File: config.mk
export PLATFORM = sky130hd
export DESIGN_NAME = input_conditioner
export DESIGN_NICKNAME = d
export VERILOG_FILES = /design/src/rtl/input_conditioner.sv
export SDC_FILE = /design/constraint.sdc
export NUM_CORES = 1
export LEC_CHECK = 0
export CAP_MARGIN = 20
export CORE_MARGIN = 8
export CORE_UTILIZATION = 60
export CTS_CLUSTER_SIZE = 8
export DETAILED_ROUTE_END_ITERATION = 8
export HOLD_SLACK_MARGIN = 0.05
export PLACE_DENSITY = 0.78
export REMOVE_ABC_BUFFERS = 1
export SKIP_CTS_REPAIR_TIMING = 1
export SYNTH_ARGS = -nofsm -noshare
export SYNTH_HDL_FRONTEND = slang
export SYNTH_SLANG_ARGS = --single-unit
File: constraint.sdc
create_clock -name clk_i -period 2.63 [get_ports clk_i]
set_input_delay 0.3945 -clock clk_i [delete_from_list [all_inputs] [get_ports clk_i]]
set_output_delay 0.3945 -clock clk_i [all_outputs]
set_load 0.02 [all_outputs]
File: src/rtl/input_conditioner.sv
// Board-side front end: synchronises and debounces raw buttons and
// generates the downstream active-high reset from board reset and PLL lock.
module input_conditioner #(
  parameter int NUM_BTN         = 3,
  parameter int DEBOUNCE_CYCLES = 500000,
  parameter int RST_HOLD        = 16
) (
  input  logic               clk_i,
  input  logic               reset_ni,
  input  logic               locked_i,
  input  logic [NUM_BTN-1:0] btn_i,
  output logic [NUM_BTN-1:0] level_o,
  output logic [NUM_BTN-1:0] press_o,
  output logic               rst_o
);

  localparam int CW = $clog2(DEBOUNCE_CYCLES);
  localparam int HW = $clog2(RST_HOLD) + 1;
  localparam logic [CW-1:0] CNT_MAX  = CW'(DEBOUNCE_CYCLES - 1);
  localparam logic [HW-1:0] HOLD_MAX = HW'(RST_HOLD - 1);

  logic [NUM_BTN-1:0] r_btn_m;
  logic [NUM_BTN-1:0] r_btn_s;
  logic [NUM_BTN-1:0] r_level;
  logic [NUM_BTN-1:0] r_press;
  logic [CW-1:0]      r_cnt [NUM_BTN];
  logic [NUM_BTN-1:0] w_done;
  logic [NUM_BTN-1:0] w_rise;

  logic               r_lock_m;
  logic               r_lock_s;
  logic [HW-1:0]      r_hold;
  logic               r_rst;

  always_ff @(posedge clk_i or negedge reset_ni) begin
    if (!reset_ni) begin
      r_btn_m <= '0;
      r_btn_s <= '0;
    end else begin
      r_btn_m <= btn_i;
      r_btn_s <= r_btn_m;
    end
  end

  always_comb begin
    w_done = '0;
    w_rise = '0;
    for (int i = 0; i < NUM_BTN; i++) begin
      w_done[i] = (r_btn_s[i] != r_level[i]) && (r_cnt[i] == CNT_MAX);
      w_rise[i] = w_done[i] && r_btn_s[i];
    end
  end

  // Any return of btn_s to the accepted level discards all progress.
  always_ff @(posedge clk_i or negedge reset_ni) begin
    if (!reset_ni) begin
      r_level <= '0;
      r_press <= '0;
      for (int i = 0; i < NUM_BTN; i++) begin
        r_cnt[i] <= '0;
      end
    end else begin
      r_press <= w_rise;
      for (int i = 0; i < NUM_BTN; i++) begin
        if (r_btn_s[i] == r_level[i]) begin
          r_cnt[i] <= '0;
        end else if (w_done[i]) begin
          r_level[i] <= r_btn_s[i];
          r_cnt[i]   <= '0;
        end else begin
          r_cnt[i] <= r_cnt[i] + CW'(1);
        end
      end
    end
  end

  always_ff @(posedge clk_i or negedge reset_ni) begin
    if (!reset_ni) begin
      r_lock_m <= 1'b0;
      r_lock_s <= 1'b0;
    end else begin
      r_lock_m <= locked_i;
      r_lock_s <= r_lock_m;
    end
  end

  always_ff @(posedge clk_i or negedge reset_ni) begin
    if (!reset_ni) begin
      r_hold <= '0;
      r_rst  <= 1'b1;
    end else if (!r_lock_s) begin
      r_hold <= '0;
      r_rst  <= 1'b1;
    end else if (r_rst) begin
      if (r_hold == HOLD_MAX) begin
        r_rst <= 1'b0;
      end else begin
        r_hold <= r_hold + HW'(1);
      end
    end
  end

  // Lock loss must reassert reset as soon as the synchronised lock falls.
  assign rst_o   = r_rst | ~r_lock_s;
  assign level_o = r_level;
  assign press_o = r_press;

endmodule

==> summary.md, run 1 <==
| Metric | Value |
|---|---|
| Total leakage power | 1.64 nW |
| Post-Route WL | 6400 µm |
| # DRC | 0 |
| Critical R2R Launch | r_cnt[11]$_DFF_PN0_ |
| Yosys top cell area share | 51.9% |
| Max FO, Critical Path | 11 |
| Crit. End Element | register |
| Die width | 94.2 µm |
| Hold Crit Class | input port to async pin |
| # setup viols final | 0 |
| Vias in the first global route | 2480 |
| Crit path launch | r_cnt[11]$_DFF_PN0_ |
| DR WL/cell | 14.5 µm |
| Cells after Synth | 342 |
| DRT antenna net count | 0 |
| Antenna violations before repair | 0 |
| Most common cell in the netlist | dfrtp_1 |
| HPWL Detailed | 4310 µm |
| Multi-input logic area | 1630 µm² |
| Average cell area after synthesis | 10.7 µm² |
| Slew headroom | 37.8% |
| Number of synthesized flops with an enable pin | 0 |
| Area contributors post-synth | dfrtp_1, xnor2_1, nor2_1, xor2_1, nand3_1 |
| CTS tree | yes |
| Max-cap violations | 0 |
| Min Tclk post-route | 2.09 ns |
| Fillers | 451 |
| First-pass GRT wire length | 11500 µm |
| Worst skew pair latency | 0.36 ns |
| WP data arrival | around 2.3 ns |
| Inserted Diodes | 0 |
| Sequential area share after synthesis | between 50% and 60% |
| CTS Sinks | 77 |
| Die outline height | 94.2 µm |
| Yosys cell types | 46 |
| Power Dens Cells | around 530 nW/µm² |
| Peak VDD IR | 0.378 mV |
| Reg2reg setup slack | 0.54 ns |
| H-tree Lvls | 3 |
| Fmax | 478 MHz |
| Total track usage | between 15 and 20% |
| Total iterations of the first detailed-routing run | 4 |
| Clock buffer count from CTS | 9 |
| Die ar. | 8870 µm² |
| Worst Setup Start Kind | register |
| Final GP Congestion | 0.800 |
| Critical path class | register to register |
| Clk pin slew, worst setup/hold paths | ~0.090 ns |
| CTS Buffer Depth | 2 |
| Layout Utilization | 68.0% |
| CTS Root Cell | clkbuf_8 |
| CP max stage delay | 0.54 ns |
| Row count | 28 |
| Tcrit/Tclk final | 79.5% |
| Commonest cells in the netlist | dfrtp_1, nor2_1, xnor2_1 |
| Final Hold Fails | 0 |
| Vias per cell | 5.67 |
| Initial Utilization | slightly above 60% |
| Number of nets in the layout | 371 |
| Prevailing post-synth register cell | dfrtp_1 |
| DR iter-0 viols | 147 |
| Synthesized area | 3670 µm² |
| FF+latch area | 1930 µm² |
| GRT overflow | 0 |
| Ys Warns | 0 |
| IO Pins | 13 |
| Largest area contributor in the netlist | dfrtp_1 |
| CP top delay family | simple AND/OR/NAND/NOR gates |
| Worst-Margin Slew | roughly 0.93 ns |
| Largest net degree at the start of global routing | 78 |
| Post-synth ARST share | 100% |
| RSZ-0062 raised after global routing | false |
| Critical path, cell by cell | or4b_1 > nor4_1 > a41o_1 > buf_4 > nor2_1 |
| Core area | approximately 6000 µm² |
| Area grow syn2layout | 9.76% |
| Share of layout cells above drive strength 1 | 10.4% |
| Pins over their slew limit | 0 |
| # port buffers | 12 |
| CP Buf/Inv Count | 1 |
| Setup tns final | 0 ns |
| Seq cells post-synth | 77 |
| Crit path required time | 2.87 ns |
| Final Skew | 0.0107 ns |
| DR vias | between 2000 and 2500 |
| Run status | complete, no violations |
| Slowest-stage cell, CP | or4b_1 |
-- power breakdown --
group | total, mW | switching (mW) | internal (mW) | leakage [nW]
registers | 1.22 | 0.0200 | 1.20 | 1.04
clock network | 0.838 | 0.484 | 0.354 | 0.0829
logic | 0.0806 | 0.0498 | 0.0308 | 0.514
-- metal layers --
layer | global-route usage [%] | wire, µm | vias to the layer above
met4 | 6.74 | 92 | 0
met3 | 4.32 | 218 | 8
met1 | 22.8 | 3170 | 1204
met2 | 23.1 | 2920 | 41
met5 | 0 | 0 | -
li1 | - | - | 1241
-- layout make-up --
cell class / count / share of cell area [%]
sequential: 77 / 47.9
multi-input combinational: 243 / 40.5
timing repair buffer: 15 / 3.48
clock buffer: 9 / 3.08
tap: 75 / 2.33
clock inverter: 7 / 1.43
inverter: 14 / 1.31
-- state kept, by name, summed over array words and instances, names as in the netlist --
register,cells
level_o,3
press_o,3
r_btn_m,3
r_btn_s,3
r_cnt,57
r_hold,5
r_lock_m,1
r_lock_s,1
r_rst,1
-- final timing paths --
check / endpoint / cells after the start
max in group asynchronous: r_cnt[29]$_DFF_PN0_ / 1
max: r_cnt[9]$_DFF_PN0_ / 5
min reg2reg: r_btn_s[2]$_DFF_PN0_ / 0
min in group clk_i: r_btn_s[2]$_DFF_PN0_ / 0
min: r_lock_m$_DFF_PN0_ / 1
max reg2reg: r_cnt[9]$_DFF_PN0_ / 5
-- logic make-up (layout without fill, tap and decap cells) --
kind of cell               Yosys count  after routing  synth area share, %
and+or+nand+nor                    160            160                 24.5
AOI/OAI and AO/OA                   28             28                 5.83
xor gates and xnor gates            46             46                 11.0
muxes                                4              4                 1.40
adders and majority gates            5              5                 1.71
DFF                                 77             77                 52.6
buffers and inverters               22             45                 3.00
-- placed cells by master, fill, tap and decap left out, drive strengths merged, types with 3 or more instances in the layout --
master          n
dfrtp          76
nor2           50
xnor2          36
nand3          19
inv            17
nand2          14
nor4           14
nand4          14
a21oi          12
clkdlybuf4s50  11
xor2           10
clkbuf          9
or4             9
or3             8
nor3            7
o31ai           6
and3            6
o21ai           5
ha              5
nor3b           4
buf             4
and2            3
clkinvlp        3
mux2            3
-- per-stage QoR --
stage | worst slack, ns | cells | hold slack (ns) | instance area [µm²] | power (mW)
2_1_floorplan | 0.720 | 334 | 0.0989 | 3610 | 1.28
6_report | 0.538 | 440 | 0.175 | 4030 | 2.14
3_3_place_gp | 0.599 | 424 | 0.335 | 3840 | 1.33
3_5_place_dp | 0.530 | 424 | 0.336 | 3840 | 1.33
4_1_cts | 0.519 | 440 | 0.204 | 4030 | 2.16
5_1_grt | 0.389 | 440 | 0.236 | 4030 | 2.23
Power figures use the tool's default switching activity.
==> inputs of run 2 (changes only) <==
CORE_UTILIZATION = 55   (was 60)
PLACE_DENSITY = 0.76   (was 0.78)
clock period = 1.8 ns   (was 2.63 ns; I/O delays follow)
==> summary.md, run 2 (synthesis results as in run 1) <==
| Metric | Value |
|---|---|
| Worst skew pair latency | 0.34 ns (-0.02 ns) |
| Final Hold Fails | 0 (unchanged) |
| Clk pin slew, worst setup/hold paths | 0.08 ns (about the same) |
| Vias in the first global route | 2826 (+14%) |
| IO Pins | 13 (unchanged) |
| Fmax | 554 MHz (+16%) |
| # port buffers | 12 (unchanged) |
| Hold Crit Class | register to register |
| Psw | 0.739 mW (+33%) |
| DR iter-0 viols | 113 (-23%) |
| Final Skew | 0.00895 ns (-0.00177 ns) |
| Design area | 4560 µm² (+13%) |
| Clk pwr share | 40.8% (+1.7 points) |
| Worst Setup Start Kind | register |
| HPWL Detailed | 5210 µm (+21%) |
| Total leakage power | 1.93 nW (+17%) |
| Final GP Congestion | 0.924 (+15%) |
| Fillers | 447 (-0.89%) |
| CTS Sinks | 77 (unchanged) |
| WP data arrival | 2.04 ns (-0.29 ns) |
| Total iterations of the first detailed-routing run | 7 (+3) |
| GRT overflow | 0 (unchanged) |
| Top reg by flops | r_cnt |
| Clock buffer count from CTS | 9 (unchanged) |
| Min Tclk post-route | 1.80 ns (-0.288 ns) |
| # setup viols final | 1 (+1) |
| Peak VDD IR | 0.516 mV (+36%) |
| CTS Buffer Depth | 2 (unchanged) |
| Row count | 29 (+3.6%) |
| Worst-Margin Slew | 0.368 ns (-0.565 ns) |
| Dpl cell area | 4180 µm² (+8.8%) |
| Vias per cell | 5.58 (-1.6%) |
| Tcrit/Tclk final | 100% (+21 points) |
| Pins over their slew limit | 0 (unchanged) |
| Crit path required time | 2.03 ns (-0.84 ns) |
| Final Non-Filler Cells | 495 (+13%) |
| Share of layout cells above drive strength 1 | 25.6% (+15 points) |
| H-tree Lvls | 3 (unchanged) |
| Post-Place Cells | 469 (+11%) |
| Critical path class | register to register |
| Total track usage | 16.0% (-0.30 points) |
| Core area | 6390 µm² (+7.9%) |
| Crit. End Element | register |
| Antenna violations before repair | 0 (unchanged) |
| Number of nets in the layout | 424 (+14%) |
| Multi-input logic area | 1700 µm² (+4.4%) |
| Initial Utilization | 57.4% (-4.5 points) |
| DR WL/cell | 15.0 µm (+2.9%) |
| Post-Route WL | 7400 µm (+16%) |
| CTS tree | yes |
| Power Dens Cells | 721 nW/µm² (+35%) |
| FF+latch area | 1930 µm² (unchanged) |
| Logic pwr share | 4.9% (+1.1 points) |
| Post-place setup slack | -0.0158 ns (-0.546 ns) |
| First-pass GRT wire length | 12900 µm (+12%) |
| Max-cap violations | 0 (unchanged) |
| Power Internal | 2.55 mW (+60%) |
| Max reg flops | 57 (unchanged) |
| DRT antenna net count | 0 (unchanged) |
| Inserted Diodes | 0 (unchanged) |
| Sw Ratio | 22.5% (-3.4 points) |
| Largest net degree at the start of global routing | 32 (-59%) |
| Slew headroom | 75.3% (+37 points) |
| Layout Utilization | 71.4% (+3.4 points) |
| Top Registers | r_cnt x57, r_hold x5 |
| Die outline height | 97.7 µm (+3.7%) |
| CTS Root Cell | clkbuf_8 |
| Setup ws final | -0.00426 ns (-0.542 ns) |
| Die width | 97.7 µm (+3.7%) |
| DR vias | 2762 (+11%) |
| Commonest cells after routing, fill and taps aside | dfrtp_1, buf_4, nor2_1 |
| RSZ-0062 raised after global routing | true |
| Most common cell after layout, fill and taps aside | dfrtp_1 |
| # DRC | 0 (unchanged) |
| Area grow syn2layout | 24.3% |
| Failing checks | negative setup slack |
| Max FO, Critical Path | 4 (-7) |
| Total Power | 3.29 mW (+53%) |
| Run status | finished, violations left |
| Die ar. | 9540 µm² (+7.5%) |
| Seq pwr share | 54.3% (-2.8 points) |
-- run 2: path summary, 6_finish.rpt --
kind                                      startpoint  slack, ns                     end  depth (start not counted)
worst min register to register  r_btn_m[0]$_DFF_PN0_       0.35    r_btn_s[0]$_DFF_PN0_                          0
worst max-delay path             r_cnt[20]$_DFF_PN0_     -0.004  level_o[1]$_DFFE_PN0P_                          5
worst min-delay path            r_btn_m[0]$_DFF_PN0_       0.35    r_btn_s[0]$_DFF_PN0_                          0
max in group asynchronous                   reset_ni       0.83    press_o[0]$_DFF_PN0_                          3
min in group asynchronous                   reset_ni       0.38     r_cnt[22]$_DFF_PN0_                          2
worst max register to register   r_cnt[20]$_DFF_PN0_     -0.004  level_o[1]$_DFFE_PN0P_                          5
-- run 2: per-layer routing --
| layer | vias up | track usage (%) | share of wire, % |
|---|---|---|---|
| met5 | - | 0 | 0 |
| met2 | 47 | 25.7 | 49 |
| met4 | 0 | 7.11 | 1.9 |
| met1 | 1355 | 19.9 | 46 |
| met3 | 13 | 3.63 | 3.0 |
| li1 | 1347 | - | - |
-- run 2: layout make-up --
cell class | count | share of cell area, %
tap | 77 | 2.11
sequential | 77 | 42.3
clock buffer | 11 | 3.32
timing repair buffer | 68 | 12.5
multi-input combinational | 243 | 37.3
inverter | 14 | 1.15
clock inverter | 5 | 1.29
-- run 2: power by group through the flow --
stage	Sequential [mW]	Combinational, mW	Clock (mW)
after global placement	1.82	0.145	0
final	1.79	0.160	1.34
after detailed placement	1.82	0.150	0
after CTS	1.79	0.150	1.37
after global routing	1.79	0.184	1.44
after floorplan	1.82	0.0592	0
-- run 2: per-stage QoR --
| stage | TNS, ns | hold WS, ns |
|---|---|---|
| 5_1_grt | -0.478 | 0.357 |
| 3_5_place_dp | -0.118 | 0.210 |
| 4_1_cts | -0.559 | -0.164 |
| 6_report | -0.00426 | 0.352 |
| 2_1_floorplan | -2.08 | -0.0256 |
| 3_3_place_gp | 0 | 0.210 |
-- run 2: critical path: stages, from the launching register on --
cell and delay, ns:
dfrtp_1 0.38, ha_2 0.20, nand3_2 0.11, buf_6 0.14
or4_4 0.55, mux2_4 0.31
